## src/rtl/gpio_button_pkg.sv

```systemverilog
// Shared types and 50 MHz timing defaults for the Pano button filter.
package gpio_button_pkg;

    typedef enum logic [1:0] {
        IDLE,
        PRESS_WAIT,
        PRESSED,
        RELEASE_WAIT
    } btn_state_t;

    localparam int unsigned CLK_HZ                    = 50_000_000;
    localparam int unsigned DEFAULT_DEBOUNCE_CYCLES   = CLK_HZ / 100;  // 10 ms
    localparam int unsigned DEFAULT_LONG_PRESS_CYCLES = CLK_HZ * 2;    // 2 s
    localparam int unsigned HOLD_W                    = 32;

endpackage

```

## src/rtl/sync_2ff.sv

```systemverilog
// Two-flop synchroniser for a single asynchronous input, with a selectable reset value.
module sync_2ff #(
    parameter logic RESET_VAL = 1'b0
) (
    input  logic clk,
    input  logic rst,
    input  logic d,
    output logic q
);

    logic meta;

    // NOTE: sequential state uses non-blocking assignments so every flop samples pre-edge values.
    always_ff @(posedge clk) begin
        if (rst) begin
            meta <= RESET_VAL;
            q    <= RESET_VAL;
        end else begin
            meta <= d;
            q    <= meta;
        end
    end

endmodule

```

## src/rtl/gpio_button_filter.sv

```systemverilog
// Debounces the Pano button pad into a clean level plus press, release and long-press pulses.
module gpio_button_filter
    import gpio_button_pkg::*;
#(
    parameter int unsigned DEBOUNCE_CYCLES   = DEFAULT_DEBOUNCE_CYCLES,
    parameter int unsigned LONG_PRESS_CYCLES = DEFAULT_LONG_PRESS_CYCLES,
    parameter bit          ACTIVE_LOW        = 1'b1
) (
    input  logic              clk_i,
    input  logic              rst_i,
    input  logic              button_i,
    output logic              level_o,
    output logic              press_o,
    output logic              release_o,
    output logic              long_press_o,
    output logic [HOLD_W-1:0] held_cycles_o
);

    localparam int               CNT_W        = $clog2(DEBOUNCE_CYCLES + 1);
    localparam logic [CNT_W-1:0] CNT_DONE     = CNT_W'(DEBOUNCE_CYCLES);
    localparam logic [CNT_W-1:0] CNT_ONE      = CNT_W'(1);
    localparam logic [HOLD_W-1:0] LONG_LIM    = HOLD_W'(LONG_PRESS_CYCLES);
    localparam logic              RELEASED_PAD = ACTIVE_LOW;

    logic sync;
    logic raw_n;

    sync_2ff #(.RESET_VAL(RELEASED_PAD)) u_sync (
        .clk (clk_i),
        .rst (rst_i),
        .d   (button_i),
        .q   (sync)
    );

    assign raw_n = ACTIVE_LOW ? ~sync : sync;

    btn_state_t        state, state_nx;
    logic [CNT_W-1:0]  cnt, cnt_nx;
    logic [HOLD_W-1:0] hold, hold_nx, hold_inc;
    logic              armed, armed_nx;
    logic              level_nx, press_nx, release_nx, long_nx;

    assign hold_inc      = (hold == '1) ? hold : hold + HOLD_W'(1);
    assign held_cycles_o = hold;

    always_ff @(posedge clk_i) begin
        if (rst_i) begin
            state        <= IDLE;
            cnt          <= '0;
            hold         <= '0;
            armed        <= 1'b1;
            level_o      <= 1'b0;
            press_o      <= 1'b0;
            release_o    <= 1'b0;
            long_press_o <= 1'b0;
        end else begin
            state        <= state_nx;
            cnt          <= cnt_nx;
            hold         <= hold_nx;
            armed        <= armed_nx;
            level_o      <= level_nx;
            press_o      <= press_nx;
            release_o    <= release_nx;
            long_press_o <= long_nx;
        end
    end

    always_comb begin
        // NOTE: every output of this block is defaulted first so no path can infer a latch.
        state_nx   = state;
        cnt_nx     = cnt;
        hold_nx    = hold;
        armed_nx   = armed;
        level_nx   = level_o;
        press_nx   = 1'b0;
        release_nx = 1'b0;
        long_nx    = 1'b0;

        case (state)
            IDLE: begin
                if (raw_n) begin
                    state_nx = PRESS_WAIT;
                    cnt_nx   = CNT_ONE;
                end
            end
            PRESS_WAIT: begin
                if (!raw_n) begin
                    state_nx = IDLE;
                    cnt_nx   = '0;
                end else if (cnt == CNT_DONE) begin
                    state_nx = PRESSED;
                    cnt_nx   = '0;
                    hold_nx  = '0;
                    level_nx = 1'b1;
                    press_nx = 1'b1;
                end else begin
                    cnt_nx = cnt + CNT_ONE;
                end
            end
            PRESSED: begin
                hold_nx = hold_inc;
                if (!raw_n) begin
                    state_nx = RELEASE_WAIT;
                    cnt_nx   = CNT_ONE;
                end
            end
            RELEASE_WAIT: begin
                // A bounce back to pressed keeps hold and armed, so it can never re-fire long press.
                if (raw_n) begin
                    state_nx = PRESSED;
                    cnt_nx   = '0;
                    hold_nx  = hold_inc;
                end else if (cnt == CNT_DONE) begin
                    state_nx   = IDLE;
                    cnt_nx     = '0;
                    hold_nx    = '0;
                    armed_nx   = 1'b1;
                    level_nx   = 1'b0;
                    release_nx = 1'b1;
                end else begin
                    cnt_nx  = cnt + CNT_ONE;
                    hold_nx = hold_inc;
                end
            end
            default: state_nx = IDLE;
        endcase

        // Hold is only nonzero-going while pressed, and cleared on release, so long press never collides.
        if (armed && (state == PRESSED || state == RELEASE_WAIT) && hold_nx == LONG_LIM) begin
            long_nx  = 1'b1;
            armed_nx = 1'b0;
        end
    end

endmodule

```

## config.mk

```make
export PLATFORM = sky130hd
export DESIGN_NAME = gpio_button_filter
export DESIGN_NICKNAME = d
export VERILOG_FILES = /design/src/rtl/gpio_button_pkg.sv /design/src/rtl/sync_2ff.sv /design/src/rtl/gpio_button_filter.sv
export SDC_FILE = /design/constraint.sdc
export NUM_CORES = 1
export LEC_CHECK = 0
export ABC_AREA = 1
export BUFFER_PORTS_ARGS = -buffer_cell sky130_fd_sc_hd__clkbuf_2
export CORE_MARGIN = 4
export CORE_UTILIZATION = 38
export CTS_CLUSTER_SIZE = 12
export DETAILED_ROUTE_END_ITERATION = 6
export GPL_TIMING_DRIVEN = 0
export SYNTH_ARGS = -nofsm -noshare
export SYNTH_HDL_FRONTEND = slang
export SYNTH_HIERARCHICAL = 1
export SYNTH_SLANG_ARGS = --single-unit
```

## constraint.sdc

```tcl
create_clock -name clk_i -period 2.6 [get_ports clk_i]
set_clock_uncertainty 0.2 [all_clocks]
set_input_delay 0.13 -clock clk_i [delete_from_list [all_inputs] [get_ports clk_i]]
set_output_delay 0.13 -clock clk_i [all_outputs]
set_load 0.01 [all_outputs]
```

* Yosys cells after proc, flatten, opt, wreduce, memory -nomap -nowiden *
Cells that the tools add are included.

word-level totals
  output and inout bits = 36
  input bits = 3
  bits in registers = 60
  logic and storage cells = 72

operators by class
  bitwise gates (word level) = 3
  muxes and demuxes = 29
  reduce and logical (&&, ||, !) cells = 14
  equal/unequal tests = 14
  add/sub/neg operators = 2

operators by type and width
  cell                                                   count
  two-way mux 32 bit                                     5
  case mux 32 bit (3 select lines)                       1
  two-way mux 19 bit                                     5
  case mux 19 bit (4 select lines)                       1
  adder 32 x 1 -> 32 bit, second input constant          1
  equality test 32 x 27 -> 1 bit, second input constant  1
  equality test 32 bit, second input constant            1
  adder 19 x 1 -> 19 bit, second input constant          1
  equality test 19 bit, second input constant            1
  two-way mux 2 bit                                      6
  two-way mux 1 bit                                      9
  inequality test 2 bit, second input constant           4
  case mux 2 bit (4 select lines)                        1
  nonzero test 2 bit                                     4
  OR reduction 3 bit                                     2
  AND reduction 5 bit                                    1
  equality test 2 bit, second input constant             2
  inequality test 2 x 1 -> 1 bit, second input constant  2
  AND reduction 4 bit                                    1
  inequality test 3 x 2 -> 1 bit, second input constant  1
  inequality test 3 bit, second input constant           1
  inverter 1 bit                                         3
  AND reduction 3 bit                                    1
  equality test 2 x 1 -> 1 bit, second input constant    1
  other kinds (5)                                        6

* Logic depth before layout (Yosys ltp) *
  depth in word-level cells = 9
  depth in mapped cells = 19
  depth with buffers taken out = 18

* By module *
Netlist, hierarchy kept.

by module, submodules not included
  module              cells an instance  instances  area an instance (um2)
  gpio_button_filter  642                1          3799.9
  sync_2ff            7                  1          58.8

* Least setup slack after synthesis *
OpenSTA, ideal clock, no wires.

  path kind = register to register
  from = register hold[0] (netlist: held_cycles_o[0])
  to = register armed
  arrival time = 2.054 ns
  required time = 2.282 ns
  library setup time = 0.118 ns
  cell stages (with the launch flop) = 18
  clock period less this slack = 2.371 ns
  path buffers = 1
  slack = 0.229 ns
  cells stage by stage = dfxtp_1 -> ha_1 -> inv_2 -> nor2_4 -> nand2_4 -> nor2_8 -> nand3_2 -> buf_6 -> nand3_1 -> nand3_1 -> nand2_1 -> inv_1 -> nor2_1 -> nand3_1 -> nor2_1 -> nand2_1 -> nor2_2 -> nor2_1

on the way
  longest elaborated chain between the ends = 9

ends and longest elaborated chain
  what                                                                   line                       source
  start, declared                                                        gpio_button_filter.sv:39   logic [HOLD_W-1:0] hold, hold_nx, hold_inc;
  start signal, assigned                                                 gpio_button_filter.sv:59   hold <= hold_nx;
  adder 32 x 1 -> 32 bit / equality test 32 bit (equally long branches)  gpio_button_filter.sv:43   assign hold_inc = (hold == '1) ? hold : hold + HOLD_W'(1);
  two-way mux 32 bit                                                     gpio_button_filter.sv:43
  two-way mux 32 bit                                                     gpio_button_filter.sv:113  end else if (cnt == CNT_DONE) begin
  two-way mux 32 bit                                                     gpio_button_filter.sv:109  if (raw_n) begin
  case mux 32 bit (3 select lines) *                                     gpio_button_filter.sv:79   case (state)
  equality test 32 x 27 -> 1 bit *                                       gpio_button_filter.sv:129  if (armed && (state == PRESSED || state == RELEASE_WAIT) && hold_nx == LONG_LIM) begin
  logical AND 1 bit *                                                    gpio_button_filter.sv:129
  nonzero test 2 bit (no source line)                                    --
  AND reduction 3 bit (no source line)                                   --
  end signal, assigned                                                   gpio_button_filter.sv:60   armed <= armed_nx;
  end, declared                                                          gpio_button_filter.sv:40   logic armed, armed_nx;

Every way passes the cells marked *; elsewhere a longest branch is shown, timed or not.
A chain may end at the register's enable or synchronous reset.

* Final worst setup path *
Same ends and word-level chain as after synthesis.

==> impl_results.html <==
<table>
<tr><th>Metric</th><th>Value</th></tr>
<tr><th colspan="2">Drt</th></tr>
<tr><td>Average wire length per cell after detail routing</td><td>between 10 and 15 µm</td></tr>
<tr><td>Detailed router's first-iteration violation count</td><td>251</td></tr>
<tr><td>Vias post-DR</td><td>4408</td></tr>
<tr><td>First drt pass iteration count</td><td>5</td></tr>
<tr><td>Total wire length</td><td>around 13000 µm</td></tr>
<tr><td>Vias per cell</td><td>between 5 and 6</td></tr>
<tr><td>Count of nets left with antenna violations after detail routing</td><td>0</td></tr>
<tr><td>Detailed-route DRC error count</td><td>0</td></tr>
<tr><th colspan="2">Critical path</th></tr>
<tr><td>Category of the most critical setup path</td><td>flop to flop</td></tr>
<tr><td>R2r startpoint</td><td>held_cycles_o[0]</td></tr>
<tr><td>Chain of cells forming the critical path</td><td>ha_4 -&gt; inv_2 -&gt; nor2_4 -&gt; nand2_4 -&gt; nor2_8 -&gt; nand3_4 -&gt; buf_6 -&gt; nand3_1 -&gt; nor2_1 -&gt; nor2_1 -&gt; nand2_1 -&gt; nand2_2 -&gt; nand2_1 -&gt; nor2_2 -&gt; nand3_1 -&gt; nor2_2 -&gt; nor2_1</td></tr>
<tr><td>Arrival time reported for the critical path endpoint</td><td>around 2600 ps</td></tr>
<tr><td>Top cell family by delay on the critical path</td><td>simple AND/OR/NAND/NOR gates</td></tr>
<tr><td>Slowest stage cell, crit path</td><td>sky130_fd_sc_hd__dfxtp_4</td></tr>
<tr><td>Critical Path Start Type</td><td>flop</td></tr>
<tr><td>Critical path depth</td><td>17</td></tr>
<tr><td>FF-to-FF setup slack</td><td>80 ps</td></tr>
<tr><td>Setup crit end</td><td>armed</td></tr>
<tr><td>Crit-path max FO</td><td>10</td></tr>
<tr><td>Most repeated library cell on the critical path</td><td>sky130_fd_sc_hd__nor2_1</td></tr>
<tr><td>Combined buffer and inverter count along the critical path</td><td>2</td></tr>
<tr><td>FF-to-FF End</td><td>armed</td></tr>
<tr><td>Required time of the worst setup path</td><td>around 2700 ps</td></tr>
<tr><td>Worst stage delay on the critical path</td><td>roughly 410 ps</td></tr>
<tr><td>Critical Path End Type</td><td>flop</td></tr>
<tr><td>Register-to-Register Path Depth</td><td>17</td></tr>
<tr><td>Launching element of the worst setup path</td><td>held_cycles_o[0]</td></tr>
<tr><th colspan="2">STA</th></tr>
<tr><td>Final TNS setup</td><td>0 ps</td></tr>
<tr><td>Hold Violations, Final</td><td>0</td></tr>
<tr><td>Number of pins exceeding their max-slew limit in the final report</td><td>0</td></tr>
<tr><td>Peak clock frequency supported by timing</td><td>a little under 400 MHz</td></tr>
<tr><td>Measured slew at the worst slew-check pin</td><td>approximately 740 ps</td></tr>
<tr><td>Portion of the clock cycle consumed by the worst path in the final layout</td><td>96.8%</td></tr>
<tr><td>Worst slew margin relative to its limit</td><td>roughly 51%</td></tr>
<tr><td>Final min period</td><td>2520 ps</td></tr>
<tr><td>Count of final setup violators</td><td>0</td></tr>
<tr><td>Worst hold slack</td><td>210 ps</td></tr>
<tr><th colspan="2">Global routing</th></tr>
<tr><td>Overflow after GRT</td><td>0</td></tr>
<tr><td>Maximum number of pins on one net before global-route repair</td><td>12</td></tr>
<tr><td>Antenna violations before repair</td><td>0</td></tr>
<tr><td>Number of global-route vias before repair</td><td>just under 4000</td></tr>
<tr><td>Overall routing resource usage</td><td>21.9%</td></tr>
<tr><td>Global-route wire length before repair</td><td>between 15000 and 20000 µm</td></tr>
<tr><th colspan="2">Logic synthesis</th></tr>
<tr><td>Post-synthesis share of cell area spent on full adders, half adders and majority gates</td><td>less than 1%</td></tr>
<tr><td>Average instance area after synthesis</td><td>between 5 and 6 µm²</td></tr>
<tr><td>Share of synthesized area occupied by flip-flops and latches</td><td>between 30% and 40%</td></tr>
<tr><td>Flop and latch count out of synthesis</td><td>60</td></tr>
<tr><td>Fraction of post-synthesis cell area in the top cell type by area</td><td>31.1%</td></tr>
<tr><td>Most frequent cell after synthesis</td><td>sky130_fd_sc_hd__nand2_1</td></tr>
<tr><td>Multiplexer share of the synthesized area</td><td>0%</td></tr>
<tr><td>Cell types with the largest area share after synthesis</td><td>sky130_fd_sc_hd__dfxtp_1 (31%), sky130_fd_sc_hd__nand2_1 (18%), sky130_fd_sc_hd__nor2_1 (11%)</td></tr>
<tr><td>Number of nets in the synthesized netlist</td><td>~660</td></tr>
<tr><td>Most frequent cells after synthesis</td><td>sky130_fd_sc_hd__nand2_1 (184), sky130_fd_sc_hd__nor2_1 (110), sky130_fd_sc_hd__inv_1 (78)</td></tr>
<tr><td>Simple-Gate Fraction of Synth Area</td><td>between 40% and 50%</td></tr>
<tr><td>Synth Area in XOR/XNOR</td><td>approximately 1.1%</td></tr>
<tr><td>Synth warn</td><td>6</td></tr>
<tr><td>Dominant synthesized flop cell</td><td>sky130_fd_sc_hd__dfxtp_1</td></tr>
<tr><td>Dominant combinational cell family by area after synthesis</td><td>simple AND/OR/NAND/NOR gates</td></tr>
<tr><td>Count of different cell masters after synthesis</td><td>36</td></tr>
<tr><td>Biggest area consumer among synthesized cells</td><td>sky130_fd_sc_hd__dfxtp_1</td></tr>
<tr><td>Syn Std Cell Area</td><td>3860 µm²</td></tr>
<tr><td>EDFF count, synth</td><td>0</td></tr>
<tr><td>Complex-gate fraction of the synthesized area</td><td>around 11%</td></tr>
<tr><td>Gate count after technology mapping</td><td>about 650</td></tr>
<tr><td>Async SR Flop Fraction</td><td>0%</td></tr>
<tr><th colspan="2">Floorplanning</th></tr>
<tr><td>Die area</td><td>~12000 µm²</td></tr>
<tr><td>Core Region</td><td>9820 µm²</td></tr>
<tr><td>Die height</td><td>109 µm</td></tr>
<tr><td>Die Wd</td><td>around 110 µm</td></tr>
<tr><td>IO Count</td><td>39</td></tr>
<tr><td>Cell Rows</td><td>36</td></tr>
<tr><td>Initial standard-cell utilization of the core</td><td>around 39%</td></tr>
<tr><th colspan="2">Clock network</th></tr>
<tr><td>Insertion delay to the later sink of the worst-skew pair</td><td>360 ps</td></tr>
<tr><td>Maximum root-to-sink buffer count</td><td>2</td></tr>
<tr><td>TritonCTS clock tree</td><td>done</td></tr>
<tr><td>Root cell of the clock tree</td><td>sky130_fd_sc_hd__clkbuf_8</td></tr>
<tr><td># H-tree levels</td><td>3</td></tr>
<tr><td>Total clock sinks</td><td>60</td></tr>
<tr><td>Reg clk slew, reported paths</td><td>around 70 ps</td></tr>
<tr><td>Cts bufs inserted</td><td>9</td></tr>
<tr><th colspan="2">Layout</th></tr>
<tr><td>Final design instance area without fill</td><td>~5000 µm²</td></tr>
<tr><td>Number of inserted diodes</td><td>0</td></tr>
<tr><td>Area overhead of the layout relative to synthesis</td><td>27.0%</td></tr>
<tr><td>Fraction of layout instances using a drive strength above 1</td><td>a little under a quarter</td></tr>
<tr><td>Nets</td><td>728</td></tr>
<tr><th colspan="2">Power and ir drop</th></tr>
<tr><td>VDD IR max</td><td>about 300 µV</td></tr>
<tr><td>Total power divided by cell area</td><td>around 480 nW/µm²</td></tr>
<tr><td>Standby leakage power</td><td>approximately 2.1 nW</td></tr>
<tr><th colspan="2">Placement</th></tr>
<tr><td>Buffers added on ports</td><td>38</td></tr>
<tr><td>Placer's final routability congestion estimate</td><td>0.931</td></tr>
<tr><td>Half-perimeter wire length after detailed placement</td><td>just over 9000 µm</td></tr>
<tr><td>Post-Place Cell Area</td><td>around 4200 µm²</td></tr>
<tr><th colspan="2">Outcome</th></tr>
<tr><td>Result of the run</td><td>completed</td></tr>
<tr><th colspan="2">Run</th></tr>
<tr><td>Maxcap violations</td><td>0</td></tr>
<tr><th colspan="2">Min path</th></tr>
<tr><td>Instance count along the most critical hold path</td><td>2</td></tr>
<tr><td>Type of the worst min-delay path</td><td>flop to flop</td></tr>
</table>
-- worst min path at each step --
stage	startpoint	end	slack (ps)
final	u_sync/meta	u_sync/q	210
after global routing	u_sync/meta	u_sync/q	230
after CTS	u_sync/meta	u_sync/q	220
after detailed placement	button_i	u_sync/meta	110
after global placement	button_i	u_sync/meta	110
after floorplan	button_i	u_sync/meta	20
-- cell families (layout without fill, tap and decap cells) --
kind of cell	after synthesis	count (layout)
AOI/OAI and AO/OA	74	74
xor gates and xnor gates	5	5
adders and majority gates	3	3
buffers and inverters	97	175
DFF	60	60
and+or+nand+nor	410	410
-- layer usage --
metal  vias up  GRT usage, %  routed length [µm]  part of all wire (%)
li1       2240             -                   -                     -
met2       118          36.0                5960                    47
met5         -             0                   0                     0
met1      2027          28.0                5560                    44
met3        23          4.62                 779                   6.2
met4         0          9.11                 276                   2.2
-- final cells by class --
class | instances | area (µm²)
buffer | 16 | 120
clock buffer | 10 | 138
clock inverter | 6 | 87.6
fill | 1032 | 4920
inverter | 81 | 304
multi-input combinational | 492 | 2420
sequential | 60 | 1250
tap | 133 | 166
timing repair buffer | 62 | 412
-- state kept, by name, indices dropped and copies added, names as in the netlist, named ones only --
signal and flops:
state 1, level_o 1, press_o 1, release_o 1, long_press_o 1, u_sync/meta 1
cnt 19, held_cycles_o 32, u_sync/q 1, armed 1
-- metrics by stage --
| stage | std cells | total power, mW | worst slack (ps) | utilization (%) |
|---|---|---|---|---|
| floorplan | 649 | 1.16 | 229 | - |
| global placement | 820 | 1.26 | -303 | 42.9 |
| detailed placement | 820 | 1.26 | -317 | 42.9 |
| CTS | 839 | 2.27 | 0.711 | 46.2 |
| global route | 860 | 2.44 | -46.3 | 49.9 |
| finish | 860 | 2.33 | 84.1 | 49.9 |
-- power by group --
group	internal [mW]	switching [mW]	total (mW)
combinational	0.143	0.232	0.374
clock	0.563	0.417	0.981
sequential	0.941	0.0337	0.975
-- worst register-to-register path, stage by stage, from the launching register on --
cell                      delay, ps
sky130_fd_sc_hd__dfxtp_4        410
sky130_fd_sc_hd__ha_4           180
sky130_fd_sc_hd__inv_2           50
sky130_fd_sc_hd__nor2_4         120
sky130_fd_sc_hd__nand2_4        100
sky130_fd_sc_hd__nor2_8         150
sky130_fd_sc_hd__nand3_4         90
sky130_fd_sc_hd__buf_6          150
sky130_fd_sc_hd__nand3_1        100
sky130_fd_sc_hd__nor2_1          50
sky130_fd_sc_hd__nor2_1          90
sky130_fd_sc_hd__nand2_1         90
sky130_fd_sc_hd__nand2_2         80
sky130_fd_sc_hd__nand2_1         60
sky130_fd_sc_hd__nor2_2         150
sky130_fd_sc_hd__nand3_1        110
sky130_fd_sc_hd__nor2_2         160
sky130_fd_sc_hd__nor2_1          60
-- timing repair --
action	4_1_cts	5_1_grt
gates resized for setup	24	73
hold endpoints to repair	2	0
buffers inserted	0	20
endpoints found under the setup margin	2	2
cloned	0	1
pin swaps	1	22
hold buffers	3	0
-- placed cells by master (no fill, tap or decap), types with 3 or more instances in the layout --
cell type,Yosys,routed
sky130_fd_sc_hd__nand3_2,1,4
sky130_fd_sc_hd__or2_2,5,5
sky130_fd_sc_hd__o211ai_1,8,8
sky130_fd_sc_hd__a221oi_1,5,5
sky130_fd_sc_hd__clkbuf_1,9,8
sky130_fd_sc_hd__nand4_1,12,12
sky130_fd_sc_hd__nor2_1,110,98
sky130_fd_sc_hd__nor2_2,4,12
sky130_fd_sc_hd__dlygate4sd3_1,0,3
sky130_fd_sc_hd__nand2_4,1,3
sky130_fd_sc_hd__clkinvlp_4,0,3
sky130_fd_sc_hd__buf_4,0,18
sky130_fd_sc_hd__nor2_4,2,6
sky130_fd_sc_hd__o21ai_0,20,19
sky130_fd_sc_hd__dfxtp_1,60,27
sky130_fd_sc_hd__buf_6,1,3
sky130_fd_sc_hd__nor3_1,7,7
sky130_fd_sc_hd__inv_2,2,7
sky130_fd_sc_hd__nand2_2,3,8
sky130_fd_sc_hd__a21oi_1,34,34
sky130_fd_sc_hd__nand3_1,69,65
sky130_fd_sc_hd__inv_1,78,73
sky130_fd_sc_hd__clkbuf_8,0,10
sky130_fd_sc_hd__xor2_1,5,5
sky130_fd_sc_hd__dfxtp_4,0,5
sky130_fd_sc_hd__nor4_1,4,4
sky130_fd_sc_hd__dfxtp_2,0,28
sky130_fd_sc_hd__nand3b_1,3,3
sky130_fd_sc_hd__nand2_1,184,177
sky130_fd_sc_hd__clkbuf_2,0,39
(Power assumes the default switching activity.)
